[src/rtl/prog_sequencer_if.sv]
// Fetch-side bundle between the program sequencer and the core/LUT.
// master: sequencer view (drives PC, ProgState, LutAddr, status).
// slave: core/bench view (drives Start, Halt, branch and LUT inputs).
interface prog_sequencer_if #(
    parameter int CNT_W = 16
);
    logic             Start;
    logic             Halt;
    logic             BranchEn;
    logic [2:0]       BranchAddr;
    logic [7:0]       LutTarget;
    logic [7:0]       PC;
    logic [1:0]       ProgState;
    logic [2:0]       LutAddr;
    logic             Running;
    logic             Done;
    logic             Timeout;
    logic [CNT_W-1:0] CycleCount;

    modport master (
        input  Start, Halt, BranchEn,
        input  BranchAddr, LutTarget,
        output PC, ProgState, LutAddr,
        output Running, Done, Timeout,
        output CycleCount
    );

    modport slave (
        output Start, Halt, BranchEn,
        output BranchAddr, LutTarget,
        input  PC, ProgState, LutAddr,
        input  Running, Done, Timeout,
        input  CycleCount
    );
endinterface

[src/rtl/prog_sequencer.sv]
// Program-level fetch controller: owns PC and ProgState, runs one
// program per Start, loads LUT targets on branches, counts cycles.
// Ports: Clk, Reset (sync, active-high), bus (master modport):
//   in  Start/Halt/BranchEn/BranchAddr/LutTarget
//   out PC/ProgState/LutAddr/Running/Done/Timeout/CycleCount
module prog_sequencer #(
    parameter int               NUM_PROGS  = 3,
    parameter logic [7:0]       PROG0_BASE = 8'd0,
    parameter logic [7:0]       PROG1_BASE = 8'd64,
    parameter logic [7:0]       PROG2_BASE = 8'd128,
    parameter logic [7:0]       PROG3_BASE = 8'd192,
    parameter int               CNT_W      = 16,
    parameter logic [CNT_W-1:0] MAX_CYCLES = 16'd60000
) (
    input logic                Clk,
    input logic                Reset,
    prog_sequencer_if.master   bus
);
    typedef enum logic [1:0] {
        IDLE = 2'd0,
        RUN  = 2'd1,
        DONE = 2'd2
    } state_t;

    localparam logic [1:0] LAST_PTR = 2'(NUM_PROGS - 1);
    localparam logic [CNT_W-1:0] WD_LAST = MAX_CYCLES - CNT_W'(1);

    state_t           state_q, state_d;
    logic [7:0]       pc_q, pc_d;
    logic [1:0]       ps_q, ps_d;
    logic [1:0]       ptr_q, ptr_d;
    logic [CNT_W-1:0] cnt_q, cnt_d;
    logic             to_q, to_d;
    logic [7:0]       base;

    always_comb begin
        base = PROG0_BASE;
        case (ptr_q)
            2'd0:    base = PROG0_BASE;
            2'd1:    base = PROG1_BASE;
            2'd2:    base = PROG2_BASE;
            default: base = PROG3_BASE;
        endcase
    end

    always_comb begin
        state_d = state_q;
        pc_d    = pc_q;
        ps_d    = ps_q;
        ptr_d   = ptr_q;
        cnt_d   = cnt_q;
        to_d    = to_q;
        unique case (state_q)
            IDLE, DONE: begin
                if (bus.Start) begin
                    state_d = RUN;
                    ps_d    = ptr_q;
                    pc_d    = base;
                    cnt_d   = '0;
                    to_d    = 1'b0;
                    ptr_d   = (ptr_q == LAST_PTR) ? 2'd0
                                                  : ptr_q + 2'd1;
                end
            end
            RUN: begin
                cnt_d = cnt_q + CNT_W'(1);
                // Halt beats watchdog beats branch beats fall-through.
                priority case (1'b1)
                    bus.Halt: begin
                        state_d = DONE;
                        to_d    = 1'b0;
                    end
                    (cnt_q == WD_LAST): begin
                        state_d = DONE;
                        to_d    = 1'b1;
                    end
                    bus.BranchEn: pc_d = bus.LutTarget;
                    default:      pc_d = pc_q + 8'd1;
                endcase
            end
            default: state_d = IDLE;
        endcase
    end

    always_ff @(posedge Clk) begin
        if (Reset) begin
            state_q <= IDLE;
            pc_q    <= '0;
            ps_q    <= '0;
            ptr_q   <= '0;
            cnt_q   <= '0;
            to_q    <= 1'b0;
        end else begin
            state_q <= state_d;
            pc_q    <= pc_d;
            ps_q    <= ps_d;
            ptr_q   <= ptr_d;
            cnt_q   <= cnt_d;
            to_q    <= to_d;
        end
    end

    assign bus.PC         = pc_q;
    assign bus.ProgState  = ps_q;
    assign bus.LutAddr    = bus.BranchAddr;
    assign bus.Running    = (state_q == RUN);
    assign bus.Done       = (state_q == DONE);
    assign bus.Timeout    = to_q;
    assign bus.CycleCount = cnt_q;
endmodule

[src/flat_wrapper.sv]
// flat-port wrapper written by rule: the top's interface ports become plain ports
module prog_sequencer_flat 
#(
    parameter int               NUM_PROGS  = 3,
    parameter logic [7:0]       PROG0_BASE = 8'd0,
    parameter logic [7:0]       PROG1_BASE = 8'd64,
    parameter logic [7:0]       PROG2_BASE = 8'd128,
    parameter logic [7:0]       PROG3_BASE = 8'd192,
    parameter int               CNT_W      = 16,
    parameter logic [CNT_W-1:0] MAX_CYCLES = 16'd60000
)
  (Clk, Reset, bus_Start, bus_Halt, bus_BranchEn, bus_BranchAddr, bus_LutTarget, bus_PC, bus_ProgState, bus_LutAddr, bus_Running, bus_Done, bus_Timeout, bus_CycleCount);
  prog_sequencer_if #(.CNT_W(CNT_W)) bus_i ();
  input logic Clk;
  input logic Reset;
  input wire logic [$bits(bus_i.Start)-1:0] bus_Start;
  input wire logic [$bits(bus_i.Halt)-1:0] bus_Halt;
  input wire logic [$bits(bus_i.BranchEn)-1:0] bus_BranchEn;
  input wire logic [$bits(bus_i.BranchAddr)-1:0] bus_BranchAddr;
  input wire logic [$bits(bus_i.LutTarget)-1:0] bus_LutTarget;
  output wire logic [$bits(bus_i.PC)-1:0] bus_PC;
  output wire logic [$bits(bus_i.ProgState)-1:0] bus_ProgState;
  output wire logic [$bits(bus_i.LutAddr)-1:0] bus_LutAddr;
  output wire logic [$bits(bus_i.Running)-1:0] bus_Running;
  output wire logic [$bits(bus_i.Done)-1:0] bus_Done;
  output wire logic [$bits(bus_i.Timeout)-1:0] bus_Timeout;
  output wire logic [$bits(bus_i.CycleCount)-1:0] bus_CycleCount;
  assign bus_i.Start = bus_Start;
  assign bus_i.Halt = bus_Halt;
  assign bus_i.BranchEn = bus_BranchEn;
  assign bus_i.BranchAddr = bus_BranchAddr;
  assign bus_i.LutTarget = bus_LutTarget;
  assign bus_PC = bus_i.PC;
  assign bus_ProgState = bus_i.ProgState;
  assign bus_LutAddr = bus_i.LutAddr;
  assign bus_Running = bus_i.Running;
  assign bus_Done = bus_i.Done;
  assign bus_Timeout = bus_i.Timeout;
  assign bus_CycleCount = bus_i.CycleCount;
  prog_sequencer #(.NUM_PROGS(NUM_PROGS), .PROG0_BASE(PROG0_BASE), .PROG1_BASE(PROG1_BASE), .PROG2_BASE(PROG2_BASE), .PROG3_BASE(PROG3_BASE), .CNT_W(CNT_W), .MAX_CYCLES(MAX_CYCLES)) u_core (.Clk(Clk), .Reset(Reset), .bus(bus_i));
endmodule
[config.mk]
export PLATFORM = sky130hd
export DESIGN_NAME = prog_sequencer_flat
export DESIGN_NICKNAME = d
export VERILOG_FILES = /design/src/rtl/prog_sequencer_if.sv /design/src/rtl/prog_sequencer.sv /design/src/flat_wrapper.sv
export SDC_FILE = /design/constraint.sdc
export NUM_CORES = 1
export LEC_CHECK = 0
export CORE_MARGIN = 8
export CORE_UTILIZATION = 43
export DETAILED_ROUTE_END_ITERATION = 10
export PLACE_DENSITY = 0.75
export SLEW_MARGIN = 20
export SYNTH_ARGS = -nofsm -noshare
export SYNTH_HDL_FRONTEND = slang
export SYNTH_SLANG_ARGS = --single-unit
export TNS_END_PERCENT = 50
[constraint.sdc]
create_clock -name Clk -period 1.5 [get_ports Clk]
set_clock_uncertainty 0.05 [all_clocks]
set_input_delay 0.3 -clock Clk [delete_from_list [all_inputs] [get_ports Clk]]
set_output_delay 0.3 -clock Clk [all_outputs]
set_load 0.05 [all_outputs]
==> results by group <==
Finish
  – Nets: 316
  – Layout area overhead: 81.4%
  – # diodes: 0
  – # fillers: 226
  – Share of post-route cells with drive strength above 1: 0.485

Worst setup path
  – Critical path cell sequence: and4b_1 -> and4_1 -> nand4_1 -> mux2_1
  – Critical Path Max Stage Delay: 380 ps
  – Setup crit end kind: flip-flop
  – Startpoint types: flip-flop
  – Largest fanout on the critical path: 4
  – CP required: 1630 ps
  – CP max stage cell: dfxtp_2
  – CP startpoint: u_core.state_q[0]
  – Crit path kind: reg -> reg
  – Arrival time of the worst setup path: 1700 ps
  – R2R Path Start: u_core.state_q[0]

Floorplanning
  – Die W: 80.0 um
  – Die area: 6400 um^2
  – Num rows: 23
  – Die Y: 80.0 um
  – IO Pins: 48
  – Core Box Area: 3970 um^2
  – Initial Util: 0.444

Run status
  – Failing checks: setup timing
  – Run status: finished, violations left

Timing
  – Final Cycle Share: 1.05
  – RSZ-0062 raised after global routing: true
  – Final hold vios: 0
  – Slew Limit Headroom: 0.764
  – Crit path time final: 1570 ps
  – Worst hold slack: 441 ps
  – Final setup viols: 11
  – Max frequency: 0.638 GHz
  – Worst slew pin tran: 349 ps
  – Final Slew Violations: 0
  – PnR worst setup slack: -67.8 ps

GRT
  – First-pass GRT wire length: 9430 um
  – Largest net degree at the start of global routing: 14
  – Vias in the first global route: 2046
  – Global-route met1 utilization: 0.207
  – Overflow after GRT: 0
  – Met3 usage: 0.0462
  – Gr usage total: 0.182
  – Initial antenna violation count: 0
  – Met2 Track Usage GR: 0.309
  – GR peak layer: met2

Drt
  – DR iter-0 viols: 298
  – Total wire length: 6380 um
  – Via count: 2143
  – Drt pass-1 iters: 6
  – DR vias/cell: 6.14
  – Wire length per cell: 18.3 um
  – Post-detailed-route count of antenna-violating nets: 0
  – Drt drc: 0

Min path
  – Worst hold path startpoint: u_core.bus.ProgState[0]
  – Hold Path Class: reg -> reg

Clock tree
  – CTS Buf Count: 5
  – Worst-Skew Late Latency: 290 ps
  – Root buffer cell: clkbuf_8
  – H-tree level count: 2
  – CTS sink count: 31
  – Longest Clk Path Bufs: 2
  – Hold_buf cts: 0
  – Clock slew at reported path FFs: 80 ps
  – CTS tree: done

Synth
  – Syn. warnings: 0
  – EDFF count, synth: 0
  – Sequential fraction of the synthesis area: 0.352
  – Yosys cell types: 59
  – Avg Cell Area, Syn: 8.35 um^2
  – Ys async rst share: 0
  – Mapped Area: 1760 um^2
  – Post-Syn Nets: 229
  – Dominant synthesized flop cell: dfxtp_1
  – Gate Count Post-Synth: 211
  – Post-synthesis sequential element count: 31

Place
  – RD Place Congestion: 0.887
  – Place WS: -289 ps
  – Post-DP HPWL: 4180 um
  – Port buffer count: 41

Power and ir drop
  – Power Density: 620 nW/um^2
  – Leakage: 1.24 nW
  – Peak VDD IR: 0.531 mV

Job
  – Maxcap violations: 0
[metrics by stage]
stage	setup TNS [ps]	instances	cell area (um^2)	total power, mW	utilization
2_1_floorplan	-215	211	1860	1.07	-
3_3_place_gp	-3780	334	2910	1.26	0.732
3_5_place_dp	-4930	334	2910	1.27	0.732
4_1_cts	-199	346	3060	1.95	0.772
5_1_grt	-1100	349	3200	2.04	0.805
6_report	-371	349	3200	1.98	0.805
[what timing repair did]
item,CTS,global route
gates resized for setup,6,24
pin swaps,6,16
endpoints found under the setup margin,12,28
setup buffers,4,3
[flip-flops by register name, indices dropped and copies added, names as in the netlist]
| register | count |
|---|---|
| u_core.bus.PC | 8 |
| u_core.bus.CycleCount | 16 |
| u_core.bus.ProgState | 2 |
| u_core.state_q | 2 |
| u_core.bus.Timeout | 1 |
| u_core.ptr_q | 2 |
[cell type report]
type / count / area (um^2) / share of cell area
clock buffer: 7 / 86.3 / 0.0270
clock inverter: 1 / 5.00 / 0.00157
inverter: 6 / 25.0 / 0.00783
multi-input combinational: 160 / 1210 / 0.377
sequential: 31 / 672 / 0.210
tap: 50 / 62.6 / 0.0196
timing repair buffer: 94 / 1140 / 0.356
[critical path: cells and delay by family (launching register included)]
family           cells  cell delay (ps)
AND/OR/NAND/NOR      3              720
multiplexers         1              320
flip-flops           1              380
[Yosys cell counts (2+ instances only)]
cell type | instances | area [um^2]
a211oi_1 | 3 | 22.5
nor2_1 | 22 | 82.6
xnor2_1 | 2 | 17.5
nand2_1 | 25 | 93.8
a311oi_1 | 7 | 61.3
nor4_1 | 4 | 25.0
nand4_1 | 6 | 37.5
or4_1 | 2 | 15.0
mux2i_1 | 3 | 30.0
nor2b_1 | 2 | 12.5
buf_4 | 4 | 30.0
o2111ai_1 | 3 | 26.3
nand2b_1 | 2 | 12.5
nand4_2 | 2 | 25.0
dfxtp_1 | 31 | 621
clkbuf_1 | 3 | 11.3
a21oi_1 | 14 | 70.1
nor3_1 | 5 | 25.0
nand3_1 | 5 | 25.0
ha_1 | 2 | 25.0
and4_1 | 4 | 35.0
o41ai_1 | 2 | 17.5
a31oi_1 | 2 | 12.5
o211ai_1 | 5 | 37.5
buf_2 | 3 | 15.0
mux2_2 | 3 | 33.8
inv_1 | 4 | 15.0
or3_1 | 2 | 12.5
buf_1 | 3 | 11.3
and3_1 | 4 | 25.0
o21ai_0 | 4 | 20.0
[cells in the final DEF (no fill, tap or decap), types with 3 or more instances in the layout]
cell type,netlist,layout
nand3_1,5,4
buf_12,0,31
mux2_2,3,3
o211ai_1,5,5
dfxtp_2,0,14
buf_6,1,4
and4_4,1,3
nor2_1,22,19
a21oi_1,14,13
a311oi_1,7,6
dfxtp_1,31,8
mux2i_1,3,3
buf_4,4,47
clkdlybuf4s50_1,0,12
nor3_1,5,5
nand2_1,25,25
o21ai_0,4,4
and3_1,4,4
nand4_1,6,6
clkbuf_8,0,6
inv_1,4,4
dfxtp_4,0,9
[path summary, 6_finish.rpt]
path              slack [ps]                   endpoint  cells after the start
hold reg to reg          440    u_core.bus.ProgState[0]                      2
hold / removal           440    u_core.bus.ProgState[0]                      2
setup reg to reg         -70  u_core.bus.CycleCount[15]                      4
setup / recovery         -70  u_core.bus.CycleCount[15]                      4
[kinds of logic (layout without fill, tap and decap cells)]
logic type,Yosys count,count (layout),synth area share
muxes,7,7,0.0426
adders and majority gates,2,2,0.0142
DFF,31,31,0.352
AOI/OAI and AO/OA,54,54,0.226
xor gates and xnor gates,2,2,0.00994
buffers and inverters,20,108,0.0575
and+or+nand+nor,95,95,0.298
[power breakdown]
group          internal, mW  switching [mW]  leakage [nW]
logic                 0.211           0.216         0.927
registers             0.830          0.0295         0.265
clock network         0.370           0.326        0.0482
[routing by layer]
metal	vias to the layer above	share of wire
li1	975	-
met1	1045	0.39
met2	104	0.52
met3	19	0.067
met4	0	0.023
met5	-	0
No activity file was read; power rests on OpenSTA's default activity.
